File: config.mk
export PLATFORM = sky130hd
export DESIGN_NAME = regbank_sequencer
export DESIGN_NICKNAME = d
export VERILOG_FILES = /design/src/rtl/regbank_sequencer.sv
export SDC_FILE = /design/constraint.sdc
export NUM_CORES = 1
export LEC_CHECK = 0
export ABC_AREA = 1
export CORE_MARGIN = 2
export CORE_UTILIZATION = 39
export DETAILED_ROUTE_END_ITERATION = 8
export PLACE_DENSITY = 0.77
export SETUP_SLACK_MARGIN = 0.02
export SYNTH_ARGS = -nofsm -noshare
export SYNTH_HDL_FRONTEND = slang
export SYNTH_SLANG_ARGS = --single-unit
File: constraint.sdc
create_clock -name clk -period 1.55 [get_ports clk]
set_input_delay 0.2325 -clock clk [delete_from_list [all_inputs] [get_ports clk]]
set_output_delay 0.2325 -clock clk [all_outputs]
set_load 0.02 [all_outputs]
File: src/rtl/regbank_sequencer.sv
// Single-issue sequencer: accepts an instruction, drives register-bank read selects,
// runs the ALU with a bounded wait, then retires with a one-hot register write.
module regbank_sequencer #(
  parameter int unsigned ALU_TIMEOUT = 15,
  parameter logic [3:0]  NOP_OPCODE  = 4'hF
) (
  input  logic        clk,
  input  logic        reset_n,
  input  logic [31:0] instr_in,
  input  logic        instr_valid,
  output logic        instr_ready,
  output logic [3:0]  source_1_sel,
  output logic [3:0]  source_2_sel,
  output logic [3:0]  alu_op,
  output logic        alu_start,
  input  logic        alu_done,
  input  logic [31:0] alu_result,
  output logic [15:0] reg_write_en,
  output logic [31:0] reg_write_data,
  output logic        busy,
  output logic [15:0] instr_count,
  output logic        timeout_err,
  input  logic        err_clear
);

  typedef enum logic [1:0] {StIdle, StIssue, StWait, StWrite} state_e;

  localparam logic [7:0] WaitLast = 8'(ALU_TIMEOUT - 1);

  state_e     state_q;
  logic [3:0] dest_q;
  logic [7:0] wait_cnt_q;

  // Low half of the instruction word carries nothing for this block.
  logic unused_instr_low;
  assign unused_instr_low = ^instr_in[15:0];

  always_ff @(posedge clk or negedge reset_n) begin
    if (!reset_n) begin
      state_q        <= StIdle;
      dest_q         <= 4'h0;
      wait_cnt_q     <= 8'h00;
      source_1_sel   <= 4'h0;
      source_2_sel   <= 4'h0;
      alu_op         <= 4'h0;
      reg_write_data <= 32'h0;
      instr_count    <= 16'h0;
      timeout_err    <= 1'b0;
    end else begin
      // An abort later in this block overrides the clear.
      if (err_clear) begin
        timeout_err <= 1'b0;
      end
      unique case (state_q)
        StIdle: begin
          if (instr_valid) begin
            alu_op       <= instr_in[31:28];
            dest_q       <= instr_in[27:24];
            source_1_sel <= instr_in[23:20];
            source_2_sel <= instr_in[19:16];
            if (instr_in[31:28] == NOP_OPCODE) begin
              instr_count <= instr_count + 16'h1;
            end else begin
              state_q <= StIssue;
            end
          end
        end
        StIssue: begin
          wait_cnt_q <= 8'h00;
          state_q    <= StWait;
        end
        StWait: begin
          if (alu_done) begin
            reg_write_data <= alu_result;
            state_q        <= StWrite;
          end else if (wait_cnt_q == WaitLast) begin
            timeout_err <= 1'b1;
            state_q     <= StIdle;
          end else begin
            wait_cnt_q <= wait_cnt_q + 8'h1;
          end
        end
        StWrite: begin
          instr_count <= instr_count + 16'h1;
          state_q     <= StIdle;
        end
        default: state_q <= StIdle;
      endcase
    end
  end

  // Remaining outputs decode from registered state only.
  assign instr_ready  = (state_q == StIdle);
  assign busy         = (state_q != StIdle);
  assign alu_start    = (state_q == StIssue);
  assign reg_write_en = (state_q == StWrite) ? (16'h0001 << dest_q) : 16'h0000;

  a_write_onehot0 : assert property (@(posedge clk) disable iff (!reset_n)
    $onehot0(reg_write_en));

endmodule

Word-level counts from Yosys, hierarchy flattened
Index checks and enable logic that the tools add are counted.
Word-level totals
  bits in registers: 75
  logic and storage cells: 48
Cells by class
  $add $sub $neg: 2
  equality and inequality tests: 11
  shift-type cells: 1
  muxes and demuxes: 16
  reductions and logical operators: 9
Operator list (number)
  $mux W16: 3
  $pmux W16 S2: 1
  $add A16 B1 Y16 const B: 1
  $mux W8: 2
  $pmux W8 S2: 1
  $shl A1 B4 Y16 const A: 1
  $reduce_and A3 Y1: 3
  $add A8 B1 Y8 const B: 1
  $eq A8 B4 Y1 const B: 1
  $mux W2: 4
  $ne A2 B2 Y1 const B: 4
  $pmux W2 S4: 1
  $reduce_bool A2 Y1: 3
  $eq A2 B2 Y1 const B: 2
  $eq A4 B4 Y1 const B: 1
  $mux W1: 4
  $reduce_and A2 Y1: 2
  $ne A3 B3 Y1 const B: 1
  $eq A2 B1 Y1 const B: 1
  $logic_not A2 Y1: 1
  $ne A2 B1 Y1 const B: 1

Depth between registers and ports, before layout
Gate-level depths: netlist (run 1).
  word-level depth: 4
  depth in mapped cells: 10
  mapped depth without buffers: 9

Least setup slack after synthesis (run 1)
Ideal clock, no wire load.
  path kind: register -> register
  start point: register state_q[1]
  end point: register instr_count[5]
  setup time: 130 ps
  arrival time: 1489 ps
  data required time: 1420 ps
  setup slack: -69 ps
  stages on the path, launching flop included: 10
  path buffers: 1
  cell sequence: dfrtp_1 > inv_1 > ha_1 > nand2_2 > inv_2 > nand3_1 > nand2_2 > buf_6 > nand2_1 > xnor2_1
Between the ends
  longest elaborated chain between the ends: 3
  elaborated cells between the ends (all ways): 7
Ends and longest elaborated chain
  start: declaration: line 30  | state_e state_q;
  start signal: assignment: line 40  | state_q <= StIdle;
  start signal: assignment: line 64  | state_q <= StIssue;
  start signal: assignment: line 70  | state_q <= StWait;
  $logic_not A2 Y1 (*)
  named net instr_ready: line 11  | output logic instr_ready,
  $ne A2 B1 Y1 (no source line), or another cell as far along
  $reduce_and A3 Y1 (no source line)
  end signal: assignment: line 62  | instr_count <= instr_count + 16'h1;
  end signal: assignment: line 84  | instr_count <= instr_count + 16'h1;
  end: declaration: line 21  | output logic [15:0] instr_count,
Mark *: on every way through the listed nets, which the timed path passes. The rest lies on a longest branch.
A chain may end at the register's enable or synchronous reset.

Worst setup path after layout (run 1)
  start point: register state_q[1]
  end point: output reg_write_en[2]
Between the ends
  longest elaborated chain between the ends: 2
Ends and longest elaborated chain
  $eq A2 B2 Y1: line 96  | assign reg_write_en = (state_q == StWrite) ? (16'h0001 << dest_q) : 16'h0000;
  $mux W16: line 96
  end: declaration: line 18  | output logic [15:0] reg_write_en,
No other way between the ends.

==> results of run 1 <==
[tightest hold or removal path, cell delays in order]
cell	delay [ns]
sky130_fd_sc_hd__clkdlybuf4s50_1	0.39
sky130_fd_sc_hd__nand2_1	0.06
sky130_fd_sc_hd__nand2_1	0.04
[final cells by class]
| type | instances | area share, % |
|---|---|---|
| tap | 111 | 2.415 |
| inverter | 34 | 2.415 |
| sequential | 75 | 32.67 |
| clock buffer | 10 | 2.219 |
| multi-input combinational | 334 | 31.78 |
| timing repair buffer | 157 | 26.52 |
| clock inverter | 6 | 1.980 |
[sequential cells by signal, indices dropped and copies added (netlist names)]
| register | flops |
|---|---|
| wait_cnt_q | 8 |
| source_1_sel | 4 |
| reg_write_data | 32 |
| instr_count | 16 |
| state_q | 2 |
| dest_q | 4 |
| alu_op | 4 |
| source_2_sel | 4 |
| timeout_err | 1 |
[worst max path at each step]
stage,startpoint,endpoint,cells after the start
2_1_floorplan,state_q[1],instr_count[5],9
3_3_place_gp,state_q[0],reg_write_en[13],4
3_5_place_dp,state_q[1],reg_write_en[4],4
4_1_cts,state_q[1],reg_write_en[4],4
5_1_grt,state_q[1],reg_write_en[8],4
6_report,state_q[1],reg_write_en[2],4
[logic make-up (layout without fill, tap and decap cells)]
kind of cell | Yosys count | in the layout | share of synthesized area (%)
AO/OA/AOI/OAI | 21 | 21 | 3.448
XOR/XNOR | 8 | 8 | 1.931
adder cells (fa/ha/maj) | 7 | 7 | 2.414
buffers and inverters | 47 | 207 | 5.862
flip-flops | 75 | 75 | 51.72
AND/OR/NAND/NOR | 298 | 298 | 34.62
[power by group through the flow]
stage	Sequential, uW	Clock (uW)	Combinational (uW)
3_5_place_dp	3090	0	4400
6_report	3090	1810	4550
5_1_grt	3190	1940	4920
2_1_floorplan	3800	0	1670
4_1_cts	3080	1870	4140
3_3_place_gp	3070	0	4290
[metrics by stage]
stage / TNS [ns] / hold WS [ns] / power (uW) / instances
2_1_floorplan: 0 / -0.06309 / 5478 / 456
3_3_place_gp: -2.196 / 0.2809 / 7358 / 704
3_5_place_dp: -3.627 / 0.2861 / 7486 / 704
4_1_cts: -0.3584 / 0.3986 / 9079 / 721
5_1_grt: -1.375 / 0.4133 / 10050 / 727
6_report: -0.1853 / 0.4119 / 9456 / 727
[cells in the mapped netlist (4+ instances only)]
master,instances,area share [%]
sky130_fd_sc_hd__nand2_1,208,22
sky130_fd_sc_hd__buf_2,6,0.83
sky130_fd_sc_hd__xor2_1,4,0.97
sky130_fd_sc_hd__o21ai_0,13,1.8
sky130_fd_sc_hd__nand4_1,7,1.2
sky130_fd_sc_hd__nand2_2,10,1.7
sky130_fd_sc_hd__inv_1,31,3.2
sky130_fd_sc_hd__dfrtp_1,75,52
sky130_fd_sc_hd__nand3_1,24,3.3
sky130_fd_sc_hd__ha_1,7,2.4
sky130_fd_sc_hd__xnor2_1,4,0.97
sky130_fd_sc_hd__o21ai_2,5,1.2
sky130_fd_sc_hd__nor2_1,38,3.9
[per-layer routing]
metal  up-vias  wire [um]  GRT usage (%)
met3        14        408          3.329
met5         -          0              0
met1      1676       4235          22.63
li1       1719          -              -
met4         0        157          6.744
met2       101       5072          32.16
[repair_timing]
item,in CTS,in global routing
gates cloned,0,4
buffers inserted,0,2
endpoints found under the setup margin,96,72
pin swaps,16,10
hold buffers,1,0
endpoints found under the hold margin,75,0
gates resized for setup,189,56
==> parameters.txt, run 1 <==
Parameter                              Value

Outcome
  Result of the run ... finished, violations left
  Violated checks ... setup timing

Placement
  Placed inst area ... 5177 um2
  Buffers added on ports ... 132
  Last weighted congestion value of the routability-driven placer ... 0.8058
  Worst slack at placement ... -0.2162 ns
  Post-DP HPWL ... 6516 um

Finish
  Area used by multi-input combinational logic ... 1828 um2
  Nets ... 687
  Fraction of layout instances using a drive strength above 1 ... 21.59%
  Utilization after layout ... 62.84%
  Fill cells ... 770
  Commonest non-fill, non-tap cells in the layout ... sky130_fd_sc_hd__nand2_1 (198), sky130_fd_sc_hd__dfrtp_1 (73), sky130_fd_sc_hd__dlygate4sd2_1 (61), sky130_fd_sc_hd__clkdlybuf4s50_1 (51)
  Area of all placed cells without fillers ... 5752 um2
  Antenna Cells ... 0
  Most common library cell in the layout ignoring fill and taps ... sky130_fd_sc_hd__nand2_1
  Post-synthesis to final-layout area growth ... 58.52%
  Area used by sequential logic in the layout ... 1879 um2

Worst setup path
  Kind of start point of the critical path ... flip-flop
  Cell type of the slowest stage on the worst timing path ... sky130_fd_sc_hd__dfrtp_2
  Worst setup EP type ... output pin
  Delay-heaviest family, CP ... flip-flops
  Logic depth of the worst register-to-register path ... 9
  Longest individual stage delay on the worst path ... 0.43 ns
  WP buf/inv ... 1
  WP data arrival ... 1.34 ns
  Critical path required time ... 1.32 ns
  Largest fanout on the critical path ... 8
  Launch instance of the worst register-to-register path ... state_q[1]
  Reg2Reg Setup Slack ... 0.03 ns
  Cell Chain, Critical Path ... ha_4, nand2_8, nor2_2, buf_6
  Worst setup path category ... flip-flop to output pin
  Reg2Reg Capture Point ... instr_count[3]

Worst hold path
  Hold worst-path end ... reg_write_data[25]
  Class of the tightest hold or removal check ... input port to flip-flop
  Startpoint of the worst hold path ... alu_result[25]
  Cell count of the worst hold path ... 3

Global routing
  Initial antenna violation count ... 0
  Total gr overflow ... 0
  Via count of the first global-routing pass ... 3317
  Wire length of the first global-routing pass ... 14860 um
  Pin count of the biggest net entering global routing ... 76
  Global-route total usage across every layer ... 18.36%

Synthesis
  Part of the Yosys area used for sequential elements ... 51.72%
  Post-Syn Area per Cell ... 7.957 um2
  Number of instances in the synthesized netlist ... 456
  Net count after synthesis ... 532
  Top FF cell, synth ... sky130_fd_sc_hd__dfrtp_1
  YS warnings ... 0
  Number of flops mapped to enable cells by yosys ... 0
  Post-synthesis instance area ... 3628 um2
  Count of unique library cells instantiated by Yosys ... 31
  Flops & latches, synth ... 75
  Fraction of registers with async set/reset ... 100.0%

Routing
  Antenna-violating nets left ... 0
  Per-cell via count in the routed design ... 4.828
  Total detailed-routing wirelength ... 9873 um
  Routed wire length per instance ... 13.58 um
  Number of design-rule violations left by the first detailed-router iteration ... 124
  Number of remaining DRC errors ... 0
  Number of vias in the routed layout ... 3510
  Iteration count of the initial detailed-routing pass ... 5

Power and ir drop
  Internal power summed over all cells ... 5523 uW
  Sequential cell fraction of total power ... 32.7%
  Pwr dens ... 1644 nW/um2
  Share of total power consumed by net switching ... 41.59%
  Worst ir drop on vdd ... 0.7858 mV
  Combinational group share of total power ... 48.1%
  Clock network fraction of total power ... 19.2%
  Psw ... 3933 uW
  Standby leakage power ... 0.002948 uW

Timing
  Clock skew ... 0.01025 ns
  RSZ-0062 raised after global routing ... true
  Time the worst path needs with I/O delays and setup ... 1.575 ns
  Tightest Pin Transition ... 0.4021 ns
  Total of endpoints with negative setup slack in the final report ... 12
  Final Worst Setup Slack ... -0.02549 ns
  Max_slew headroom ... 73.20%
  Fmax ... 0.6347 GHz
  Max-slew violation total from the final report ... 0
  Endpoints failing hold ... 0
  Share of the clock period used by the worst path after layout ... 101.6%

Die
  Die Area ... 10090 um2
  FP Rows ... 35
  Number of ports placed on the die boundary ... 149
  Starting density of the core ... 39.64%
  Area of the core region ... 9153 um2
  Die Width ... 100.5 um
  Vertical die dimension ... 100.5 um

CTS
  Number of CTS-inserted buffers ... 9
  Deepest clock path buffer count ... 2
  Clock latency reported for the late side of the worst-skew pair ... 0.35 ns
  Max H-tree Level ... 3
  Clock tree from TritonCTS ... yes
  Register clock-pin slew on the reported worst setup and hold paths ... 0.09 ns
  Cell at the root of the clock tree ... sky130_fd_sc_hd__clkbuf_8
  Clk sinks ... 75

Job
  Max Cap Violations ... 0
(Power assumes the default switching activity.)
==> inputs of run 2 (changes only) <==
Settings changed: SETUP_SLACK_MARGIN 0.02 to default.
==> run 2 against run 1 <==
  * The flow still finishes with violations (setup timing)
  * Total power down 1.5%
  * Clock-buffer cell count unchanged
  * Global-route usage down 0.10 points
  * Fmax down 0.10%
  * Die area unchanged
  * Largest power group unchanged
  * Highest routed layer unchanged
==> parameters.txt, run 2 (synthesized netlist as in run 1, its figures left out) <==
Parameter                              Value

Outcome
  Result of the run ... finished, violations left (unchanged)
  Violated checks ... setup timing (unchanged)

Worst setup path
  Largest fanout on the critical path ... 8 (unchanged)
  Kind of start point of the critical path ... flip-flop (unchanged)
  WP data arrival ... 1.34 ns (about the same)
  Start point of the critical path ... state_q[1] (unchanged)
  Critical path required time ... 1.32 ns (about the same)
  Worst setup EP type ... output pin (unchanged)
  Reg2Reg Capture Point ... instr_count[3] (unchanged)
  Worst setup path category ... flip-flop to output pin (unchanged)
  Worst Setup EP ... reg_write_en[11] (was reg_write_en[2])
  Logic depth of the worst register-to-register path ... 9 (unchanged)
  Launch instance of the worst register-to-register path ... state_q[1] (unchanged)
  Reg2Reg Setup Slack ... 0.01 ns (was 0.03 ns)

Global routing
  Layer with the highest usage after global routing ... met2 (unchanged)
  Met3 layer usage reported by global route ... 3.259% (was 3.329%)
  Global routing usage on met1 ... 22.68% (was 22.63%)
  Pin count of the biggest net entering global routing ... 76 (unchanged)
  Global-route total usage across every layer ... 18.26% (was 18.36%)
  Wire length of the first global-routing pass ... 14800 um (was 14860 um)
  Via count of the first global-routing pass ... 3299 (was 3317)
  Global-route met2 utilization ... 32.01% (was 32.16%)
  Total gr overflow ... 0 (unchanged)
  Initial antenna violation count ... 0 (unchanged)

CTS
  Cell at the root of the clock tree ... sky130_fd_sc_hd__clkbuf_8 (unchanged)
  Clock tree from TritonCTS ... yes (unchanged)
  Number of CTS-inserted buffers ... 9 (unchanged)
  Max H-tree Level ... 3 (unchanged)
  Deepest clock path buffer count ... 2 (unchanged)
  Clk sinks ... 75 (unchanged)
  Clock latency reported for the late side of the worst-skew pair ... 0.34 ns (was 0.35 ns)
  Register clock-pin slew on the reported worst setup and hold paths ... 0.08 ns (was 0.09 ns)

Placement
  Placed inst area ... 5177 um2 (unchanged)
  Post-DP HPWL ... 6516 um (unchanged)
  Last weighted congestion value of the routability-driven placer ... 0.8058 (unchanged)
  Buffers added on ports ... 132 (unchanged)
  Worst slack at placement ... -0.2162 ns (unchanged)

Power and ir drop
  Standby leakage power ... 0.002985 uW (was 0.002948 uW)
  Internal power summed over all cells ... 5494 uW (was 5523 uW)
  Pwr dens ... 1646 nW/um2 (was 1644 nW/um2)
  Clock network fraction of total power ... 19.5% (was 19.2%)
  Combinational group share of total power ... 47.4% (was 48.1%)
  Sequential cell fraction of total power ... 33.1% (was 32.7%)
  Worst ir drop on vdd ... 0.7812 mV (was 0.7858 mV)
  Share of total power consumed by net switching ... 40.99% (was 41.59%)
  Psw ... 3817 uW (was 3933 uW)

Timing
  Time the worst path needs with I/O delays and setup ... 1.577 ns (was 1.575 ns)
  Share of the clock period used by the worst path after layout ... 101.8% (was 101.6%)
  Final Worst Setup Slack ... -0.02713 ns (was -0.02549 ns)
  Max-slew violation total from the final report ... 0 (unchanged)
  Total of endpoints with negative setup slack in the final report ... 13 (was 12)
  Endpoints failing hold ... 0 (unchanged)
  Max_slew headroom ... 73.44% (was 73.20%)
  RSZ-0062 raised after global routing ... true (unchanged)
  Fmax ... 0.6341 GHz (was 0.6347 GHz)
  Tightest hold margin ... 0.4135 ns (was 0.4119 ns)
  Tightest Pin Transition ... 0.3984 ns (was 0.4021 ns)
  Clock skew ... 0.009400 ns (was 0.01025 ns)

Die
  Starting density of the core ... 39.64% (unchanged)
  Die Area ... 10090 um2 (unchanged)
  Number of ports placed on the die boundary ... 149 (unchanged)
  FP Rows ... 35 (unchanged)
  Area of the core region ... 9153 um2 (unchanged)
  Vertical die dimension ... 100.5 um (unchanged)
  Die Width ... 100.5 um (unchanged)

Finish
  Most common library cell in the layout ignoring fill and taps ... sky130_fd_sc_hd__nand2_1 (unchanged)
  Post-synthesis to final-layout area growth ... 55.86% (was 58.52%)
  Number of flip-flops in the largest register ... 32 (unchanged)
  Area of all placed cells without fillers ... 5655 um2 (was 5752 um2)
  Largest regs ... reg_write_data (32), instr_count (16), wait_cnt_q (8) (unchanged)
  Fraction of layout instances using a drive strength above 1 ... 20.33% (was 21.59%)
  Commonest non-fill, non-tap cells in the layout ... sky130_fd_sc_hd__nand2_1 (198), sky130_fd_sc_hd__dfrtp_1 (73), sky130_fd_sc_hd__dlygate4sd2_1 (55), sky130_fd_sc_hd__clkdlybuf4s50_1 (51), sky130_fd_sc_hd__buf_4 (28) (was sky130_fd_sc_hd__nand2_1 (198), sky130_fd_sc_hd__dfrtp_1 (73), sky130_fd_sc_hd__dlygate4sd2_1 (61), sky130_fd_sc_hd__clkdlybuf4s50_1 (51))
  Nets ... 686 (was 687)
  Register with the most flip-flops ... reg_write_data (unchanged)
  Antenna Cells ... 0 (unchanged)

Job
  Max Cap Violations ... 0 (unchanged)

Routing
  Number of remaining DRC errors ... 0 (unchanged)
  Antenna-violating nets left ... 0 (unchanged)
  Number of vias in the routed layout ... 3465 (was 3510)
  Per-cell via count in the routed design ... 4.773 (was 4.828)
  Number of design-rule violations left by the first detailed-router iteration ... 109 (was 124)
  Routed wire length per instance ... 13.14 um (was 13.58 um)
  Total detailed-routing wirelength ... 9541 um (was 9873 um)
  Iteration count of the initial detailed-routing pass ... 5 (unchanged)

Worst hold path
  Class of the tightest hold or removal check ... input port to flip-flop (unchanged)
run 2: changes by cell type in the layout (fill, tap and decap cells not counted), sizes merged:
cell,previous run,this run
clkbuf,13,12
dlygate4sd2,61,55
dlymetal6s2s,0,6
run 2: what timing repair did:
action,CTS,global route
gates resized for setup,161,64
cloned,0,3
pin swaps,4,8
endpoints found under the setup margin,86,79
hold buffers,1,0
endpoints found under the hold margin,75,0
buffers inserted,0,2
run 2: power by group through the flow:
stage	sequential [uW]	clock (uW)	combinational [uW]
3_3_place_gp	3070	0	4290
3_5_place_dp	3090	0	4400
6_report	3090	1810	4410
2_1_floorplan	3800	0	1670
4_1_cts	3070	1870	4100
5_1_grt	3180	1940	4780
run 2: worst min path at each step:
| stage | start | end | slack (ns) | cells past startpoint |
|---|---|---|---|---|
| finish | alu_result[0] | reg_write_data[0] | 0.41 | 3 |
| global route | alu_result[18] | reg_write_data[18] | 0.41 | 3 |
| CTS | alu_result[18] | reg_write_data[18] | 0.40 | 3 |
| detailed placement | reset_n | source_2_sel[1] | 0.29 | 2 |
| global placement | reset_n | source_1_sel[2] | 0.28 | 2 |
| floorplan | reset_n | alu_op[0] | -0.06 | 0 |
run 2: final cells by class:
cell class                 instances  area [um2]
fill                             784        3497
inverter                          34       138.9
timing repair buffer             156        1504
tap                              111       138.9
sequential                        75        1879
multi-input combinational        334        1753
clock buffer                      10       127.6
clock inverter                     6       113.9
run 2: metrics by stage:
| stage | setup TNS (ns) | cells | utilization, % | total power (uW) |
|---|---|---|---|---|
| 2_1_floorplan | 0 | 456 | - | 5478 |
| 3_3_place_gp | -2.196 | 704 | 56.57 | 7358 |
| 3_5_place_dp | -3.627 | 704 | 56.57 | 7486 |
| 4_1_cts | -0.05143 | 721 | 58.58 | 9045 |
| 5_1_grt | -1.469 | 726 | 61.79 | 9906 |
| 6_report | -0.1826 | 726 | 61.79 | 9311 |
run 2: metal layers:
| metal | up-vias | wire [um] |
|---|---|---|
| met2 | 104 | 4841 |
| li1 | 1714 | - |
| met4 | 0 | 185 |
| met5 | - | 0 |
| met3 | 21 | 443 |
| met1 | 1626 | 4070 |
run 2: worst max-delay path, stage by stage, from the launching register on:
cell and delay (ns):
sky130_fd_sc_hd__dfrtp_2 0.46, sky130_fd_sc_hd__ha_4 0.20, sky130_fd_sc_hd__nand2_4 0.12, sky130_fd_sc_hd__nor2_1 0.07
sky130_fd_sc_hd__buf_4 0.15
